## src/rtl/fifo_pack_ctrl.sv

```systemverilog
// fifo_pack_ctrl
// Narrow-to-wide FIFO: one DATA_WIDTH word is pushed per write, and two
// words are popped per read as a 2*DATA_WIDTH pair. It sits between a
// byte-serial producer and a word-parallel consumer. It holds its own
// register-file storage plus the pointer and occupancy control.
//
// Ports
//   clk        clock, all state updates on posedge
//   reset      synchronous, active-high reset (overrides rd/wr)
//   wr_i       push w_data_i as one entry
//   w_data_i   write data, DATA_WIDTH bits
//   rd_i       pop one pair (two entries)
//   r_data_o   show-ahead pair {older, newer}; don't-care while empty_o=1
//   empty_o    fewer than two entries stored
//   full_o     DEPTH entries stored
//   count_o    stored entries, 0..DEPTH
//   overflow_o / underflow_o   sticky rejected-write / rejected-read flags,
//              present only when FIFO_PACK_ERR_FLAGS_EN is defined
//
// Optional feature macro: FIFO_PACK_ERR_FLAGS_EN

module fifo_pack_ctrl #(
    parameter int DATA_WIDTH = 8,
    parameter int ADDR_WIDTH = 4
) (
    input  logic                    clk,
    input  logic                    reset,
    input  logic                    wr_i,
    input  logic [DATA_WIDTH-1:0]   w_data_i,
    input  logic                    rd_i,
    output logic [2*DATA_WIDTH-1:0] r_data_o,
    output logic                    empty_o,
    output logic                    full_o,
`ifdef FIFO_PACK_ERR_FLAGS_EN
    output logic                    overflow_o,
    output logic                    underflow_o,
`endif
    output logic [ADDR_WIDTH:0]     count_o
);

    localparam int DEPTH = 1 << ADDR_WIDTH;

    localparam logic [ADDR_WIDTH:0]   DEPTH_C  = (ADDR_WIDTH+1)'(DEPTH);
    localparam logic [ADDR_WIDTH:0]   PAIR_C   = (ADDR_WIDTH+1)'(2);
    localparam logic [ADDR_WIDTH-1:0] PTR_INC1 = ADDR_WIDTH'(1);
    // With ADDR_WIDTH=1 this truncates to 0, which is still +2 mod DEPTH.
    localparam logic [ADDR_WIDTH-1:0] PTR_INC2 = ADDR_WIDTH'(2);

    logic [DATA_WIDTH-1:0] mem_q [DEPTH];

    logic [ADDR_WIDTH-1:0] wr_ptr_q, wr_ptr_d;
    logic [ADDR_WIDTH-1:0] rd_ptr_q, rd_ptr_d;
    logic [ADDR_WIDTH-1:0] rd_addr_newer;
    logic [ADDR_WIDTH:0]   count_q, count_d;
    logic [ADDR_WIDTH+1:0] count_ext;
    logic                  count_unused;
    logic                  rd_ok;
    logic                  wr_ok;

    always_comb begin
        rd_ok = rd_i & (count_q >= PAIR_C);
        // A full FIFO still takes a write when a pair leaves in the same cycle.
        wr_ok = wr_i & ((count_q < DEPTH_C) | rd_ok);

        rd_ptr_d = rd_ok ? (rd_ptr_q + PTR_INC2) : rd_ptr_q;
        wr_ptr_d = wr_ok ? (wr_ptr_q + PTR_INC1) : wr_ptr_q;

        // One bit of headroom so the intermediate add/subtract cannot alias.
        count_ext = {1'b0, count_q}
                  + {{(ADDR_WIDTH+1){1'b0}}, wr_ok}
                  - {{ADDR_WIDTH{1'b0}}, rd_ok, 1'b0};
        count_d   = count_ext[ADDR_WIDTH:0];
    end

    // The top bit is always zero for legal occupancies.
    assign count_unused = count_ext[ADDR_WIDTH+1];

    always_ff @(posedge clk) begin
        if (reset) begin
            wr_ptr_q <= '0;
            rd_ptr_q <= '0;
            count_q  <= '0;
        end else begin
            wr_ptr_q <= wr_ptr_d;
            rd_ptr_q <= rd_ptr_d;
            count_q  <= count_d;
        end
    end

    // Storage is deliberately not reset; only the pointers define validity.
    always_ff @(posedge clk) begin
        if (!reset && wr_ok) begin
            mem_q[wr_ptr_q] <= w_data_i;
        end
    end

    assign rd_addr_newer = rd_ptr_q + PTR_INC1;
    assign r_data_o      = {mem_q[rd_ptr_q], mem_q[rd_addr_newer]};
    assign empty_o       = (count_q < PAIR_C);
    assign full_o        = (count_q == DEPTH_C);
    assign count_o       = count_q;

`ifdef FIFO_PACK_ERR_FLAGS_EN
    logic overflow_q, overflow_d;
    logic underflow_q, underflow_d;

    always_comb begin
        overflow_d  = overflow_q  | (wr_i & ~wr_ok);
        underflow_d = underflow_q | (rd_i & ~rd_ok);
    end

    always_ff @(posedge clk) begin
        if (reset) begin
            overflow_q  <= 1'b0;
            underflow_q <= 1'b0;
        end else begin
            overflow_q  <= overflow_d;
            underflow_q <= underflow_d;
        end
    end

    assign overflow_o  = overflow_q;
    assign underflow_o = underflow_q;
`endif

endmodule

```

## config.mk

```make
export PLATFORM = sky130hd
export DESIGN_NAME = fifo_pack_ctrl
export DESIGN_NICKNAME = d
export VERILOG_FILES = /design/src/rtl/fifo_pack_ctrl.sv
export SDC_FILE = /design/constraint.sdc
export NUM_CORES = 1
export LEC_CHECK = 0
export CAP_MARGIN = 0
export CELL_PAD_IN_SITES_DETAIL_PLACEMENT = 0
export CELL_PAD_IN_SITES_GLOBAL_PLACEMENT = 1
export CORE_ASPECT_RATIO = 0.7
export CORE_UTILIZATION = 30
export DETAILED_ROUTE_END_ITERATION = 12
export GPL_ROUTABILITY_DRIVEN = 0
export PLACE_DENSITY = 0.47
export SYNTH_ARGS = -nofsm -noshare
export SYNTH_HDL_FRONTEND = slang
export SYNTH_SLANG_ARGS = --single-unit
```

## constraint.sdc

```tcl
create_clock -name clk -period 6 [get_ports clk]
set_input_delay 1.2 -clock clk [delete_from_list [all_inputs] [get_ports clk]]
set_output_delay 1.2 -clock clk [all_outputs]
set_load 0.02 [all_outputs]
```

-- Word level (Yosys, flattened, before mapping)
Memory sizes are Yosys's and may differ from the RTL's. A register that Yosys moved wholly into a read port is not among the register bits.
Cells that the tools add are included.
- $add $sub $neg: 5
- $lt $le $gt $ge: 3
- equal/unequal tests: 1
- muxes and demuxes: 4
- bitwise operators: 3
- reductions and logical operators: 2
- operators by type and width (cell ; number):
    $add A4 B1 Y4 const B ; 2
    $mux W4 ; 2
    $add A5 B1 Y5 ; 1
    $eq A5 B5 Y1 const B ; 1
    $ge A5 B2 Y1 const B ; 1
    $lt A5 B2 Y1 const B ; 1
    $lt A5 B5 Y1 const B ; 1
    $sub A5 B2 Y5 ; 1
    $add A4 B2 Y4 const B ; 1
    $and A1 B1 Y1 ; 2
    $mux W1 ; 2
    $logic_and A1 B1 Y1 ; 1
    $logic_not A1 Y1 ; 1
    $or A1 B1 Y1 ; 1
- register bits: 13
- memory bits (writable): 128
- output and inout bits: 23
- memories kept: 1
- memories (memory ; depth ; bits a word ; rd ports ; clocked after memory_dff ; write ports ; line ; RTL):
    mem_q ; 16 ; 8 ; 2 ; 1 ; 1 ; 49 ; logic [DATA_WIDTH-1:0] mem_q [DEPTH];

-- Depth between registers and ports, before layout
- depth after elaboration: 7
- mapped depth: 11
- gate-level depth less buffers: 11

-- Worst setup path after synthesis
No wires, ideal clock.
- path kind: input-to-reg
- start point: in rd_i
- end point: reg count_q[4] (netlist: count_o[4])
- arrival time: 2.689 ns
- data required time: 5.879 ns
- path slack: 3.191 ns
- cell stages on the path: 9
- path buffers: 0
- cells stage by stage: inv_1 -> a21oi_1 -> inv_1 -> ha_1 -> inv_1 -> ha_1 -> nand2b_1 -> a21oi_1 -> mux2_2
- word-level cells in the longest chain between the ends: 5
- ends and longest elaborated chain (element ; line ; RTL):
    start: declaration ; 30 ; input logic rd_i,
    $and A1 B1 Y1 (*) ; 61 ; rd_ok = rd_i & (count_q >= PAIR_C);
    $or A1 B1 Y1 ; 63 ; wr_ok = wr_i & ((count_q < DEPTH_C) | rd_ok);
    $and A1 B1 Y1 ; 63 ;
    $add A5 B1 Y5 ; 70 ; + {{(ADDR_WIDTH+1){1'b0}}, wr_ok}
    $sub A5 B2 Y5 (*) ; 71 ; - {{ADDR_WIDTH{1'b0}}, rd_ok, 1'b0};
    end signal: assignment ; 86 ; count_q <= count_d;
    end: declaration ; 54 ; logic [ADDR_WIDTH:0] count_q, count_d;
Mark *: on every way between the ends. The rest lies on a longest branch, timed or not.
A chain may end at the register's enable or synchronous reset.

==> impl_summary.log <==
INFO  metric finish.instance_area = around 0.0070 sq mm
INFO  metric cts-root-buf = sky130_fd_sc_hd__clkbuf_16
INFO  metric grt_util_met1 = about 20%
INFO  metric via_per_inst = 4.553
INFO  metric rsz0062_at_grt = no
INFO  metric worst_max_slew_pin_slew = around 1100 ps
INFO  metric final_core_utilization = around 37%
INFO  metric starting_density = a little under a third
INFO  metric num_vias = roughly 2,800
INFO  metric area.sequential = 0.004144 sq mm
INFO  metric clock_insertion_delay_worst_skew = 420 ps
INFO  metric post-cts-setup-buffers = 0
INFO  metric cts_hold_buffers = 0
INFO  metric grt_use_met2 = ~18%
INFO  metric number_of_enable_type_register_cells_in_the_synthesized_netlist = around 130
INFO  metric max-vdd-ir-drop = between 0.15 and 0.2 mV
INFO  metric tritoncts = built
INFO  metric route.antenna.remaining_nets = 0
INFO  metric grt_antenna_before_repair = 0
INFO  metric wire_per_inst = a little under 20 um
INFO  metric placementRows = 42
INFO  metric critical_path_required = roughly 4800 ps
INFO  metric cp-start-kind = flop
INFO  metric fp.dieArea = between 0.02 and 0.025 sq mm
INFO  metric route.final.wire_length = roughly 12,000 um
INFO  metric whs_path_depth = 2
INFO  metric critical_path.max_fanout = 16
INFO  metric number_of_design_rule_violations_left_by_the_first_detailed_router_iteration = around 250
INFO  metric r2r_cells = 11
INFO  metric ys_seq_elements = 143
INFO  metric num-nets-final = about 370
INFO  metric post_route_worst_hold_slack = ~550 ps
INFO  metric syn_nets = approximately 320
INFO  metric multi_input_comb_area = roughly 0.0016 sq mm
INFO  metric grt_first_pass_wirelength = between 15,000 and 20,000 um
INFO  metric min-delay-start = wr_ptr_q[1]$_SDFFE_PP0N_
INFO  metric post_synth_main_area_contributors = sky130_fd_sc_hd__edfxtp_1, sky130_fd_sc_hd__mux4_1, sky130_fd_sc_hd__dfxtp_1
INFO  metric async_reset_ff_share = 0%
INFO  metric synth_top_cell_by_area = sky130_fd_sc_hd__edfxtp_1
INFO  metric finalCriticalPeriod = about 4100 ps
INFO  metric cts_htree_levels = 4
INFO  metric grt.total_usage = about an eighth
INFO  metric timing_hold_violations_final = 0
INFO  metric n_antenna_cell = 0
INFO  metric synth_area_per_cell = between 15 and 20 sq um
INFO  metric min_period_over_period = 68.88%
INFO  metric synth_area = ~0.0059 sq mm
INFO  metric final_layout_size_suffix_gt1_share = 15.58%
INFO  metric cellLeakagePower = between 2 and 2.5 nW
INFO  metric drc = 0
INFO  metric clock_skew = between 8 and 9 ps
INFO  metric powerDensity = 384.8 mW/mm^2
INFO  metric end_kind = output port
INFO  metric port_buffers = 34
INFO  metric dr.pass1.iters = 4
INFO  metric grt_pass1_vias = 2,877
INFO  metric netlist.area_leader.share = 65.50%
INFO  metric cts_max_path_buffers = 2
INFO  metric ys_seq_area_share = 70.62%
INFO  metric status = finished, final reports clean
INFO  metric floorplan.io_pins = 35
INFO  metric core_box_area = 0.01902 sq mm
INFO  metric final_sum_of_negative_setup_slack = 0 ps
INFO  metric grt_remaining_overflow = 0
INFO  metric synthTopCellsByCount = sky130_fd_sc_hd__edfxtp_1, sky130_fd_sc_hd__mux4_1, sky130_fd_sc_hd__nor2_1
INFO  metric clock-sinks = 143
INFO  metric die-width = ~170 um
INFO  metric fin_cells = slightly above 600
INFO  metric postPlaceCellArea = 0.006447 sq mm
INFO  metric post_cts.resized_instances = 0
INFO  metric clock.fmax = 0.2420 GHz
INFO  metric r2r-end = count_o[4]$_SDFF_PP0_
INFO  metric dpl.hpwl = around 7800 um
INFO  metric dp.cells = between 500 and 600
INFO  metric worstPathArrival = 2930 ps
INFO  metric yosys_most_used_dff = sky130_fd_sc_hd__edfxtp_1
INFO  metric grt_busiest_layer = met1
INFO  metric cts_made_buffers = 17
INFO  metric yosys_cell_types = 31
INFO  metric grt_util_met3 = between 3 and 4%
INFO  metric clk_pin_slew_worst_paths = about 60 ps
INFO  metric relSlewSlack = a little under a quarter
INFO  metric reg2reg_slack = ~3300 ps
INFO  metric synth-warning-count = 0
INFO  metric worst_r2r_startpoint = count_o[4]$_SDFF_PP0_
INFO  metric hold_path_class = reg -> reg
INFO  metric slew_viol_final = 0
INFO  metric critPathKind = reg -> out
INFO  metric die-height = 119.0 um
INFO  metric layout.filler_cells = 1,800
INFO  metric synthToLayoutAreaGrowth = 19.45%
INFO  metric post_synth_inst_count = just under 300
INFO  metric grt_max_degree = 19
INFO  metric drv.max_cap_violation_count = 0
INFO  metric finalSetupViolCount = 0
INFO  metric timing.hold.worst_endpoint = wr_ptr_q[1]$_SDFFE_PP0N_
INFO  metric count_leader_synth = sky130_fd_sc_hd__edfxtp_1
[worst max-delay path, cell delays in order (launching register included)]
cell,delay (ps)
sky130_fd_sc_hd__dfxtp_1,990
sky130_fd_sc_hd__mux4_1,680
sky130_fd_sc_hd__mux2_2,290
sky130_fd_sc_hd__clkdlybuf4s50_1,540
[layout by cell type, fill, tap and decap left out, drive strengths merged, types with 8 or more instances in the layout]
cell	instances
mux4	32
clkdlybuf4s50	34
nor2	24
inv	14
dfxtp	15
clkbuf	17
ha	13
edfxtp	128
nor2b	8
mux2	21
clkinv	9
[power by group]
group | total (mW) | internal, mW | switching, mW
clock network | 1.00 | 0.573 | 0.428
registers | 1.19 | 1.12 | 0.0695
logic | 0.510 | 0.277 | 0.233
[routing by layer]
metal	share of wire [%]	vias up
met3	3.4	17
li1	-	1301
met4	1.7	0
met5	0	-
met2	42	51
met1	53	1440
[flip-flops by register name, indices dropped and copies added, names as in the netlist, named ones only]
signal / count
count_o: 5
mem_q: 128
rd_ptr_q: 3
wr_ptr_q: 4
[metrics by stage]
stage,power (mW),setup slack [ps]
final,2.697,1867
after global routing,2.819,1737
after CTS,2.733,1800
after detailed placement,1.728,2172
after global placement,1.732,2230
after floorplan,1.535,3191
[cell families (layout without fill, tap and decap cells)]
family,count (synthesis),after routing,synth area share [%]
compound gates,18,18,2.089
xor+xnor,1,1,0.1493
fa+ha+maj,13,13,2.772
buf+inv,22,77,2.260
flops,143,143,70.62
mux,54,54,18.34
simple gates,47,47,3.774
[layout make-up]
| class | count | area share (%) |
|---|---|---|
| sequential | 143 | 59.12 |
| tap | 264 | 4.713 |
| clock buffer | 17 | 6.069 |
| multi-input combinational | 133 | 22.71 |
| timing repair buffer | 34 | 4.855 |
| clock inverter | 15 | 1.946 |
| inverter | 11 | 0.5891 |
[worst max path at each step]
stage                                        to  slack, ps  cells after the start   from
after floorplan           count_o[4]$_SDFF_PP0_       3190                      9   rd_i
after global placement    count_o[4]$_SDFF_PP0_       2230                     10   rd_i
after detailed placement  mem_q[2][5]$_DFFE_PP_       2170                      3  reset
after CTS                          r_data_o[14]       1800                      3   flop
after global routing               r_data_o[14]       1740                      3   flop
final                              r_data_o[10]       1870                      3   flop
No activity file was read; power rests on OpenSTA's default activity.
==> patch, RTL diff (config.mk and constraints unchanged) <==
Build with the macro `FIFO_PACK_ERR_FLAGS_EN` defined.
--- a/src/rtl/fifo_pack_ctrl.sv
+++ b/src/rtl/fifo_pack_ctrl.sv
@@ -20,2 +20,4 @@
 // Optional feature macro: FIFO_PACK_ERR_FLAGS_EN
+
+`define FIFO_PACK_ERR_FLAGS_EN
 
Function (old outputs only; new: overflow_o and underflow_o): kept (Yosys induction, for registers that start in step).
==> patch against the original RTL <==
- routed wire length shrank 3.6%
- worst setup slack gained 0.035 ns
- final area grew 1.8%
- core utilization grew 0.46 points
- die area grew 0.82%
- synthesized area grew 0.83%
- sequential cell count grew 2
- total power grew 6.8%
- critical endpoint is now r_data_o[11]
==> patch: results (changes against the original RTL) <==
[metrics] share of cell area taken by muxes after synthesis: 0.181 (was 0.183)
[metrics] pin count of the biggest net entering global routing: 21 (was 19)
[metrics] Worst-Margin Slew: 1.05 ns (was 1.14 ns)
[metrics] longest individual stage delay on the worst path: 0.96 ns (was 0.99 ns)
[metrics] cell types with the largest area share after synthesis: sky130_fd_sc_hd__edfxtp_1 65%, sky130_fd_sc_hd__mux4_1 12%, sky130_fd_sc_hd__dfxtp_1 5.8% (was sky130_fd_sc_hd__edfxtp_1 66%, sky130_fd_sc_hd__mux4_1 13%, sky130_fd_sc_hd__dfxtp_1 5.1%)
[metrics] capture point of the critical path: r_data_o[11] (was r_data_o[10])
[metrics] wire per inst: 18.7 um (was 19.6 um)
[metrics] compound-cell area share of the yosys netlist: 0.0163 (was 0.0209)
[metrics] hold_sp: underflow_o$_SDFF_PP0_ (was wr_ptr_q[1]$_SDFFE_PP0N_)
[metrics] reported leakage power: 2.32 nW (was 2.25 nW)
[metrics] NetSw: 0.709 mW (was 0.730 mW)
[metrics] Int Pwr: 2.17 mW (was 1.97 mW)
[metrics] number of instances in the synthesized netlist: 306 (was 298)
[metrics] WHS: 0.473 ns (was 0.550 ns)
[metrics] Placed Cells: 593 (was 585)
[metrics] Achievable Freq: 244 MHz (was 242 MHz)
[metrics] Detailed Route Iter0 Violations: 198 (was 247)
[metrics] global-route wire length before repair: 17.4 mm (was 18.2 mm)
[metrics] Final Routed Wirelength: 11.7 mm (was 12.1 mm)
[metrics] share of final-layout standard cells stronger than drive strength 1: 0.144 (was 0.156)
[metrics] arrival time at the worst endpoint: 2.90 ns (was 2.93 ns)
[metrics] outcome: finished clean (unchanged)
[metrics] net count of the finished layout: 373 (was 365)
[metrics] DRT met1 WL: 5.94 mm (was 6.45 mm)
[metrics] Distinct cells, synth: 32 (was 31)
patch: cell count changes in the layout (fill, tap and decap cells not counted), moves of 2 or more:
cell                              before  now
sky130_fd_sc_hd__nor2_1               24   26
sky130_fd_sc_hd__nand2b_1              2    4
sky130_fd_sc_hd__o211ai_1              5    0
sky130_fd_sc_hd__clkinvlp_4            2    0
sky130_fd_sc_hd__clkdlybuf4s50_1      34   36
sky130_fd_sc_hd__dfxtp_1              15   17
sky130_fd_sc_hd__clkbuf_1              0    2
sky130_fd_sc_hd__nand3_1               1    7
sky130_fd_sc_hd__clkinv_4              6    1
sky130_fd_sc_hd__bufinv_16             1    5
sky130_fd_sc_hd__inv_6                 3    1
patch: layer usage:
metal  vias up  global-route usage
li1       1314                   -
met1      1443               0.176
met2        40               0.179
met3        14              0.0264
met4         0              0.0518
met5         -                   0
patch: layout make-up:
class,count,area [um2]
multi-input cells,137,1600
inverters,11,41.3
well taps,264,330
flip-flops and latches,145,4180
clock buffers,19,433
fillers,1799,12000
clock inverters,12,189
repair buffers,36,360
